**src/rtl/mem_req_arbiter.sv**
```systemverilog
// Two-port to one-port memory request arbiter for the LoongArch core.
// The instruction-fetch and data ports share one SRAM-like bus, with at most
// one transaction outstanding. Data requests normally win. A streak counter
// hands the bus to a waiting instruction fetch after MAX_DATA_STREAK
// consecutive contested data grants.
module mem_req_arbiter #(
    parameter int MAX_DATA_STREAK = 4
) (
    input  logic        clk,
    input  logic        resetn,
    input  logic        inst_req,
    input  logic        inst_wr,
    input  logic [1:0]  inst_size,
    input  logic [31:0] inst_addr,
    input  logic [3:0]  inst_wstrb,
    input  logic [31:0] inst_wdata,
    output logic        inst_addr_ok,
    output logic        inst_data_ok,
    output logic [31:0] inst_rdata,
    input  logic        data_req,
    input  logic        data_wr,
    input  logic [1:0]  data_size,
    input  logic [31:0] data_addr,
    input  logic [3:0]  data_wstrb,
    input  logic [31:0] data_wdata,
    output logic        data_addr_ok,
    output logic        data_data_ok,
    output logic [31:0] data_rdata,
    output logic        mem_req,
    output logic        mem_wr,
    output logic [1:0]  mem_size,
    output logic [31:0] mem_addr,
    output logic [3:0]  mem_wstrb,
    output logic [31:0] mem_wdata,
    input  logic        mem_addr_ok,
    input  logic        mem_data_ok,
    input  logic [31:0] mem_rdata,
    output logic        busy,
    output logic        grant_id
);

    typedef enum logic [1:0] {
        IDLE = 2'd0,
        REQ  = 2'd1,
        RESP = 2'd2
    } state_t;

    localparam logic [3:0] MAX_STREAK = MAX_DATA_STREAK[3:0];

    state_t      state_r, state_s;
    logic [3:0]  streak_r, streak_s;
    logic        grant_r, grant_s;
    logic        wr_r, wr_s;
    logic [1:0]  size_r, size_s;
    logic [31:0] addr_r, addr_s;
    logic [3:0]  wstrb_r, wstrb_s;
    logic [31:0] wdata_r, wdata_s;
    logic        addr_ok_s;
    logic        data_ok_s;

    // State, streak, owner and latched request fields; synchronous reset.
    always_ff @(posedge clk) begin
        if (!resetn) begin
            state_r  <= IDLE;
            streak_r <= 4'd0;
            grant_r  <= 1'b0;
            wr_r     <= 1'b0;
            size_r   <= 2'd0;
            addr_r   <= 32'd0;
            wstrb_r  <= 4'd0;
            wdata_r  <= 32'd0;
        end else begin
            state_r  <= state_s;
            streak_r <= streak_s;
            grant_r  <= grant_s;
            wr_r     <= wr_s;
            size_r   <= size_s;
            addr_r   <= addr_s;
            wstrb_r  <= wstrb_s;
            wdata_r  <= wdata_s;
        end
    end

    // Next-state logic: arbitrate in IDLE, follow the bus handshake otherwise.
    always_comb begin
        state_s  = state_r;
        streak_s = streak_r;
        grant_s  = grant_r;
        wr_s     = wr_r;
        size_s   = size_r;
        addr_s   = addr_r;
        wstrb_s  = wstrb_r;
        wdata_s  = wdata_r;
        case (state_r)
            IDLE: begin
                if (data_req && (!inst_req || (streak_r < MAX_STREAK))) begin
                    // Data wins; the streak only grows when inst was left waiting.
                    state_s  = REQ;
                    grant_s  = 1'b1;
                    streak_s = inst_req ? (streak_r + 4'd1) : 4'd0;
                    wr_s     = data_wr;
                    size_s   = data_size;
                    addr_s   = data_addr;
                    wstrb_s  = data_wstrb;
                    wdata_s  = data_wdata;
                end else if (inst_req) begin
                    state_s  = REQ;
                    grant_s  = 1'b0;
                    streak_s = 4'd0;
                    wr_s     = inst_wr;
                    size_s   = inst_size;
                    addr_s   = inst_addr;
                    wstrb_s  = inst_wstrb;
                    wdata_s  = inst_wdata;
                end else begin
                    state_s = IDLE;
                end
            end
            REQ: begin
                if (mem_addr_ok && mem_data_ok) begin
                    state_s = IDLE;
                end else if (mem_addr_ok) begin
                    state_s = RESP;
                end else begin
                    state_s = REQ;
                end
            end
            RESP: begin
                if (mem_data_ok) begin
                    state_s = IDLE;
                end else begin
                    state_s = RESP;
                end
            end
            default: begin
                state_s = IDLE;
            end
        endcase
    end

    // Zero-latency handshake steering back to the owning port only; a
    // response seen during reset or in IDLE belongs to nobody.
    always_comb begin
        addr_ok_s = 1'b0;
        data_ok_s = 1'b0;
        if (resetn && (state_r == REQ)) begin
            addr_ok_s = mem_addr_ok;
            data_ok_s = mem_addr_ok && mem_data_ok;
        end else if (resetn && (state_r == RESP)) begin
            data_ok_s = mem_data_ok;
        end else begin
            addr_ok_s = 1'b0;
            data_ok_s = 1'b0;
        end
        inst_addr_ok = addr_ok_s && !grant_r;
        inst_data_ok = data_ok_s && !grant_r;
        data_addr_ok = addr_ok_s && grant_r;
        data_data_ok = data_ok_s && grant_r;
        inst_rdata   = inst_data_ok ? mem_rdata : 32'd0;
        data_rdata   = data_data_ok ? mem_rdata : 32'd0;
    end

    assign mem_req   = (state_r == REQ);
    assign mem_wr    = wr_r;
    assign mem_size  = size_r;
    assign mem_addr  = addr_r;
    assign mem_wstrb = wstrb_r;
    assign mem_wdata = wdata_r;
    assign busy      = (state_r != IDLE);
    assign grant_id  = grant_r;

endmodule

```
**config.mk**
```make
export PLATFORM = sky130hd
export DESIGN_NAME = mem_req_arbiter
export DESIGN_NICKNAME = d
export VERILOG_FILES = /design/src/rtl/mem_req_arbiter.sv
export SDC_FILE = /design/constraint.sdc
export NUM_CORES = 1
export LEC_CHECK = 0
export ABC_AREA = 1
export ABC_CLOCK_PERIOD_IN_PS = 1400
export BUFFER_PORTS_ARGS = -buffer_cell sky130_fd_sc_hd__buf_2
export CORE_AREA = 2 2 127 129
export DETAILED_ROUTE_END_ITERATION = 7
export DIE_AREA = 0 0 129 131
export GPL_TIMING_DRIVEN = 0
export PLACE_DENSITY = 0.64
export SYNTH_ARGS = -nofsm -noshare
export SYNTH_HDL_FRONTEND = slang
export SYNTH_SLANG_ARGS = --single-unit
```
**constraint.sdc**
```tcl
create_clock -name clk -period 1.4 [get_ports clk]
set_input_delay 0.21 -clock clk [delete_from_list [all_inputs] [get_ports clk]]
set_output_delay 0.21 -clock clk [all_outputs]
set_load 0.005 [all_outputs]
```
# Word-level counts from Yosys, hierarchy flattened

Index checks and enable logic that the tools add are counted.

Input bits: 180
Output and inout bits: 142
Register bits: 78

$lt $le $gt $ge: 1
$add $sub $neg: 1
Reduce and logical (&&, ||, !) cells: 15
Muxes and demuxes: 26
Equality and inequality tests: 2

Operator list:

| operator              | count |
|---|---|
| $mux W32              | 6 |
| $mux W4               | 5 |
| $mux W2               | 5 |
| $mux W1               | 9 |
| $logic_and A1 B1 Y1   | 8 |
| $pmux W2 S3           | 1 |
| $add A4 B1 Y4 const B | 1 |
| $lt A4 B3 Y1 const B  | 1 |
| $reduce_bool A2 Y1    | 2 |
| $eq A2 B1 Y1 const B  | 1 |
| $eq A2 B2 Y1 const B  | 1 |
| $logic_not A1 Y1      | 2 |
| $logic_not A2 Y1      | 1 |
| $reduce_and A2 Y1     | 1 |
| $logic_or A1 B1 Y1    | 1 |

# Longest topological paths before layout

Gate-level depths: netlist of the first run.

Word-level depth: 6
Mapped depth: 8
Gate-level depth less buffers: 7

# Worst setup path before layout of the first run

No wires, ideal clock.

Path type: flip-flop to output port
From: reg state_r[1]
To: out data_rdata[22]
Data arrival time: 1.145 ns
Path buffers: 1
Setup slack: 0.045 ns
Stages on the path, launching flop included: 7
Required time: 1.190 ns
Cells stage by stage: dfxtp_1 inv_1 nand2_1 o21ai_1 nand4_1 clkbuf_1 nor2_1

Word-level cells in the longest chain between the ends: 6
Elaborated cells between the ends (all ways): 8
Those cells by class: 2 x eq/ne; 3 x mux; 3 x reduce/logical

RTL lines:

| what                    | RTL line | source |
|---|---|---|
| from (decl)             | 50       | `state_t state_r, state_s;` |
| from (signal assigned)  | 73       | `state_r <= state_s;` |
| $eq A2 B2 Y1            | 149      | `end else if (resetn && (state_r == RESP)) begin` |
| $logic_and A1 B1 Y1     | 149      |  |
| $mux W1                 | 149      |  |
| $mux W1 (*)             | 146      | `if (resetn && (state_r == REQ)) begin` |
| $logic_and A1 B1 Y1 (*) | 158      | `data_data_ok = data_ok_s && grant_r;` |
| $mux W32 (*)            | 160      | `data_rdata = data_data_ok ? mem_rdata : 32'd0;` |
| to (decl)               | 28       | `output logic [31:0] data_rdata,` |

Every way passes the cells marked *; elsewhere a longest branch is shown, timed or not.

# Worst setup path in the final report of the first run

From: reg state_r[1]
To: out data_rdata[5]

The elaborated chain is that of the path after synthesis.

==> impl_metrics.py, run 1 <==
metrics = {
    "status": {
        "status": "complete, but fails checks",
        "violations": "setup timing",
    },
    "drt": {
        "vias_per_cell": 4.40,
        "first_pass_iters": 4,
        "drt-total-wl_um": 18100,
        "drc_errors": 0,
        "routed-via-count": 5910,
        "wl_per_cell_um": 13.5,
        "drtAntennaViolNets": 0,
        "drtIter0Drc": 227,
    },
    "floorplan": {
        "start_util": 0.284,
        "die_area_sq_um": 16900,
        "die_w_um": 129,
        "io_pins": 322,
        "rows": 46,
        "fp.coreArea_sq_um": 15600,
        "die_h_um": 131,
    },
    "clock_tree": {
        "clock_latency_ns": 0.34,
        "htreeDepth": 3,
        "cts_hold_buf": 0,
        "clockRootBuffer": "clkbuf_16",
        "clockBufferDepth": 2,
        "cts_buffers": 9,
        "cts_tree": "yes",
        "cts.sinks": 78,
        "clk_pin_slew_ns": 0.06,
    },
    "global_routing": {
        "grt_max_degree": 14,
        "track_usage": 0.197,
        "antenna_found_initial": 2,
        "use_met3": 0.0423,
        "globalRouteOverflowTotal": 0,
        "busiest_layer": "met2",
        "grt_pass1_wl_um": 25700,
        "use_met1": 0.222,
        "met2_usage": 0.358,
        "grt_pass1_vias": 4976,
    },
    "final_layout": {
        "area_growth_pct": 63.0,
        "mostFrequentLayoutCell": "buf_2",
        "drive_gt1_frac": 0.399,
        "layout.nets": 1301,
        "final_cell_mix": "buf_2, nor2_1, nand2_1",
    },
    "placed_design": {
        "dpl.hpwl_um": 13600,
        "port-buffer-count": 321,
        "pre_cts_ws_ns": -0.592,
        "globalplace.congestion": 0.779,
    },
    "setup_path": {
        "cp_max_fo": 7,
        "start_kind": "flop",
        "crit_type": "reg -> out",
        "cp.arrival_ns": 1.60,
        "crit_required_ns": 1.19,
        "end_kind": "output pin",
    },
    "timing": {
        "clock_skew_ns": 0.00649,
        "drv_slew": 0,
        "finalCritPeriodShare": 1.29,
        "setup_viol": 137,
        "slew_headroom": 0.511,
        "rsz0062_at_grt": "yes",
        "tns_ns": -28.20,
        "hold_viol": 0,
        "fin_hold_ws_ns": 0.0507,
        "worst_pin_slew_ns": 0.733,
        "post-route-min-period_ns": 1.81,
        "worst_slack_ns": -0.410,
        "max_freq_mhz": 552,
    },
    "pwr": {
        "p_sw_frac": 0.298,
        "pwr-share-comb": 0.262,
        "leakagePower_nw": 4.47,
        "intPower_w": 0.00483,
        "clock_power_share": 0.363,
        "power_density_nw_per_um2": 954,
        "p_switching_w": 0.00205,
        "seq_power_share": 0.375,
        "ir_drop_mv": 0.573,
    },
    "yosys": {
        "synth_top_family_by_area": "simple AND/OR/NAND/NOR gates",
        "synth_top_area_share": 0.353,
        "synthCells": 769,
        "yosys-top-cells-area": "dfxtp_1, nor2_1, nand3_1, nand2_1, inv_1",
        "syn_area_sq_um": 4420,
        "synthXorXnorAreaFrac": 0.00198,
        "yosys.area.top_type": "dfxtp_1",
        "yosysUniqueCellTypes": 20,
        "syn_avg_cell_area_sq_um": 5.75,
        "synth_seq_area_share": 0.353,
        "ys_ff_latch": 78,
        "synthAdderAreaFrac": 0.00283,
        "syn_nets": 950,
        "synthMuxAreaShare": 0,
        "synth_simple_gate_area_frac": 0.481,
        "yosysWarnings": 0,
        "synth_compound_area_frac": 0.0130,
    },
    "flow_run": {
        "cap_violations": 0,
    },
    "hold_path": {
        "hold_path.class": "in -> reg",
    },
}
[worst paths after layout]
| path | start | endpoint | slack [ns] | depth (start not counted) |
|---|---|---|---|---|
| worst max-delay path | state_r[1] | data_rdata[5] | -0.41 | 8 |
| worst min-delay path | mem_data_ok | state_r[1] | 0.05 | 2 |
| worst max register to register | state_r[1] | mem_addr[15] | -0.13 | 10 |
| worst min register to register | streak_r[0] | streak_r[0] | 0.47 | 2 |
[routing by layer]
metal  vias up  part of all wire
li1       3029                 -
met1      2622              0.40
met2       220              0.49
met3        39             0.065
met4         0             0.039
met5         -                 0
[flip-flops by register name, indices dropped and copies added (netlist names)]
| register | cells |
|---|---|
| mem_addr | 32 |
| mem_wdata | 32 |
| mem_wstrb | 4 |
| streak_r | 4 |
| mem_size | 2 |
| state_r | 2 |
| grant_id | 1 |
| mem_wr | 1 |
[critical path, stage by stage (launching register included)]
cell	delay, ns
dfxtp_2	0.33
inv_2	0.06
nand2_2	0.06
o21ai_4	0.14
nand4_1	0.11
buf_6	0.17
clkbuf_16	0.16
nor2_4	0.10
buf_2	0.12
[cells by family (layout without fill, tap and decap cells)]
family                     count (synthesis)  count (layout)
other                                      0               2
buffers and inverters                    165             521
adders and majority gates                  1               1
and+or+nand+nor                          516             516
DFF                                       78              78
xor gates and xnor gates                   1               1
AOI/OAI and AO/OA                          8               8
[layout make-up]
cell class	count	area, sq um
Fill cell	1659	8390
Sequential cell	78	1560
Timing Repair Buffer	340	1820
Clock buffer	9	225
Tap cell	216	270
Buffer	51	412
Antenna cell	2	5.00
Inverter	114	430
Multi-Input combinational cell	526	2390
Clock inverter	7	88.8
[Yosys cell counts]
cell type    n
a21oi_1      3
buf_1        1
buf_2       21
buf_4        2
clkbuf_1    27
dfxtp_1     78
ha_1         1
inv_1      113
inv_2        1
nand2_1    151
nand3_1    144
nand4_1      4
nor2_1     216
nor2_2       1
o21a_1       1
o21ai_0      1
o21ai_1      1
o21ai_2      1
o21ai_4      1
xnor2_1      1
[power by group through the flow]
stage / Sequential, W / Clock (W) / Combinational (W)
final: 0.00258 / 0.00250 / 0.00180
after global routing: 0.00260 / 0.00267 / 0.00203
after CTS: 0.00258 / 0.00258 / 0.00179
after detailed placement: 0.00262 / 0 / 0.00166
after global placement: 0.00261 / 0 / 0.00165
after floorplan: 0.00264 / 0 / 0.000857
[repair_timing]
action / in CTS / in global routing
cloned: 2 / 2
pin swaps: 4 / 3
gates resized for setup: 83 / 47
endpoints found under the setup margin: 141 / 141
endpoints found under the hold margin: 0 / 0
buffers inserted: 15 / 0
[stage by stage]
stage,std cells,utilization,power [W],area (sq um)
final,1343,0.462,0.00688,7210
after global routing,1343,0.462,0.00730,7210
after global placement,1306,0.404,0.00426,6300
after CTS,1339,0.451,0.00694,7030
after floorplan,769,-,0.00350,4420
after detailed placement,1306,0.404,0.00428,6300
(Power assumes the default switching activity.)
==> inputs of run 2 (changes only) <==
CELL_PAD_IN_SITES_DETAIL_PLACEMENT = 0   (was default)
CELL_PAD_IN_SITES_GLOBAL_PLACEMENT = 1   (was default)
CORE_AREA = default   (was 2 2 127 129)
CORE_UTILIZATION = 23   (was default)
DIE_AREA = default   (was 0 0 129 131)
PLACE_DENSITY = 0.79   (was 0.64)
==> run 2 against run 1 <==
  * Hold slack better by 0.0061 ns
  * Die area increased by 17%
  * The run still ends with setup timing left
  * Clock power about the same
==> impl_metrics.py, run 2 (synthesis gave the netlist of run 1 again) <==
metrics = {
    "global_routing": {
        "grt_pass1_vias": 5206,
        "grt_pass1_wl_um": 27200,
        "globalRouteOverflowTotal": 0,
        "track_usage": 0.177,
        "grt_max_degree": 13,
        "antenna_found_initial": 2,
    },
    "final_layout": {
        "mostFrequentLayoutCell": "buf_2",
        "stdcell_count": 1356,
        "area_growth_pct": 64.9,
        "final_cell_mix": "buf_2, nor2_1, nand2_1",
        "layout.nets": 1299,
        "fill_cells": 2076,
        "drive_gt1_frac": 0.400,
        "final_core_util": 0.389,
    },
    "clock_tree": {
        "clockRootBuffer": "clkbuf_16",
        "clockBufferDepth": 2,
        "cts_buffers": 9,
        "cts.sinks": 78,
        "clock_latency_ns": 0.34,
        "clk_pin_slew_ns": 0.06,
        "htreeDepth": 3,
        "cts_tree": "yes",
    },
    "drt": {
        "first_pass_iters": 4,
        "drtIter0Drc": 188,
        "drt-total-wl_um": 18400,
        "routed-via-count": 5819,
        "drc_errors": 0,
        "vias_per_cell": 4.29,
        "drtAntennaViolNets": 0,
        "wl_per_cell_um": 13.6,
    },
    "setup_path": {
        "crit_required_ns": 1.19,
        "crit_type": "reg -> out",
        "r2r_setup_slack_ns": -0.07,
        "start_kind": "flop",
        "path_cells": "inv_2, nand2_2, o21ai_2, nand4_1, buf_6, clkbuf_16, nor2_4, buf_2",
        "end_kind": "output pin",
        "cp.arrival_ns": 1.62,
        "cp_max_fo": 8,
        "crit_path_top_delay_cell": "dfxtp_2",
        "crit_path_max_incr_delay_ns": 0.33,
    },
    "hold_path": {
        "hold_path.class": "in -> reg",
    },
    "timing": {
        "clock_skew_ns": 0.00672,
        "slew_headroom": 0.652,
        "max_freq_mhz": 546,
        "worst_slack_ns": -0.432,
        "setup_viol": 139,
        "finalCritPeriodShare": 1.31,
        "worst_pin_slew_ns": 0.523,
        "hold_viol": 0,
        "post-route-min-period_ns": 1.83,
        "rsz0062_at_grt": "yes",
        "drv_slew": 0,
    },
    "placed_design": {
        "globalplace.congestion": 0.777,
        "dpl.cell_count": 1324,
        "dpl.hpwl_um": 13900,
        "port-buffer-count": 321,
    },
    "status": {
        "violations": "setup timing",
        "status": "complete, but fails checks",
    },
    "pwr": {
        "ir_drop_mv": 0.614,
        "leakagePower_nw": 4.46,
        "power_density_nw_per_um2": 947,
    },
    "floorplan": {
        "start_util": 0.236,
        "die_h_um": 141,
        "fp.coreArea_sq_um": 18800,
        "rows": 50,
        "die_w_um": 141,
        "io_pins": 322,
        "die_area_sq_um": 19800,
    },
    "flow_run": {
        "cap_violations": 0,
    },
}
==> run 2: routing by layer <==
layer  GRT usage  part of all wire
met5           0           0.00071
met4      0.0566             0.018
met3      0.0374             0.062
met2       0.317              0.50
met1       0.210              0.42
==> run 2: timing repair <==
item,in CTS,in global routing
endpoints found under the setup margin,141,142
pin swaps,6,5
hold buffers,0,0
resized for setup,83,61
gates cloned,2,2
buffers inserted,14,0
==> run 2: per-stage QoR <==
| step | hold slack [ns] | TNS [ns] | setup slack [ns] | total power (W) | instance area, sq um |
|---|---|---|---|---|---|
| finish | 0.0568 | -27.47 | -0.432 | 0.00690 | 7290 |
| floorplan | 0.282 | 0 | 0.0447 | 0.00350 | 4420 |
| global route | 0.0442 | -42.71 | -0.518 | 0.00734 | 7290 |
| detailed placement | 0.407 | -55.58 | -0.641 | 0.00430 | 6320 |
| global placement | 0.407 | -55.53 | -0.665 | 0.00428 | 6320 |
| CTS | 0.0381 | -31.14 | -0.432 | 0.00697 | 7040 |
==> run 2: final timing paths <==
path,from,endpoint,cells after the start
worst min register to register,streak_r[0],streak_r[0],2
worst max register to register,state_r[1],mem_addr[23],9
worst min-delay path,mem_data_ok,state_r[1],2
worst max-delay path,state_r[1],inst_rdata[14],8
==> run 2: power breakdown <==
part | total (W) | switching, W | leakage [nW] | internal [W]
sequential | 0.00258 | 0.000120 | 0.648 | 0.00246
combinational | 0.00182 | 0.00100 | 3.66 | 0.000821
clock | 0.00250 | 0.000912 | 0.150 | 0.00159
total | 0.00690 | 0.00203 | 4.46 | 0.00487
==> run 2: worst max-delay path: cells and delay by family (launching register included) <==
kind            cells  cell delay (ns)
buf+inv             4             0.53
compound gates      1             0.15
flops               1             0.33
simple gates        3             0.27
==> run 2: final cells by class <==
type | instances | area [sq um] | area share
Clock inverter | 4 | 72.6 | 0.00995
Clock buffer | 10 | 239 | 0.0328
Timing Repair Buffer | 339 | 1800 | 0.247
Antenna cell | 1 | 2.50 | 0.000343
Multi-Input combinational cell | 526 | 2470 | 0.339
Buffer | 50 | 404 | 0.0554
Tap cell | 234 | 293 | 0.0401
Sequential cell | 78 | 1570 | 0.215
Inverter | 114 | 438 | 0.0600
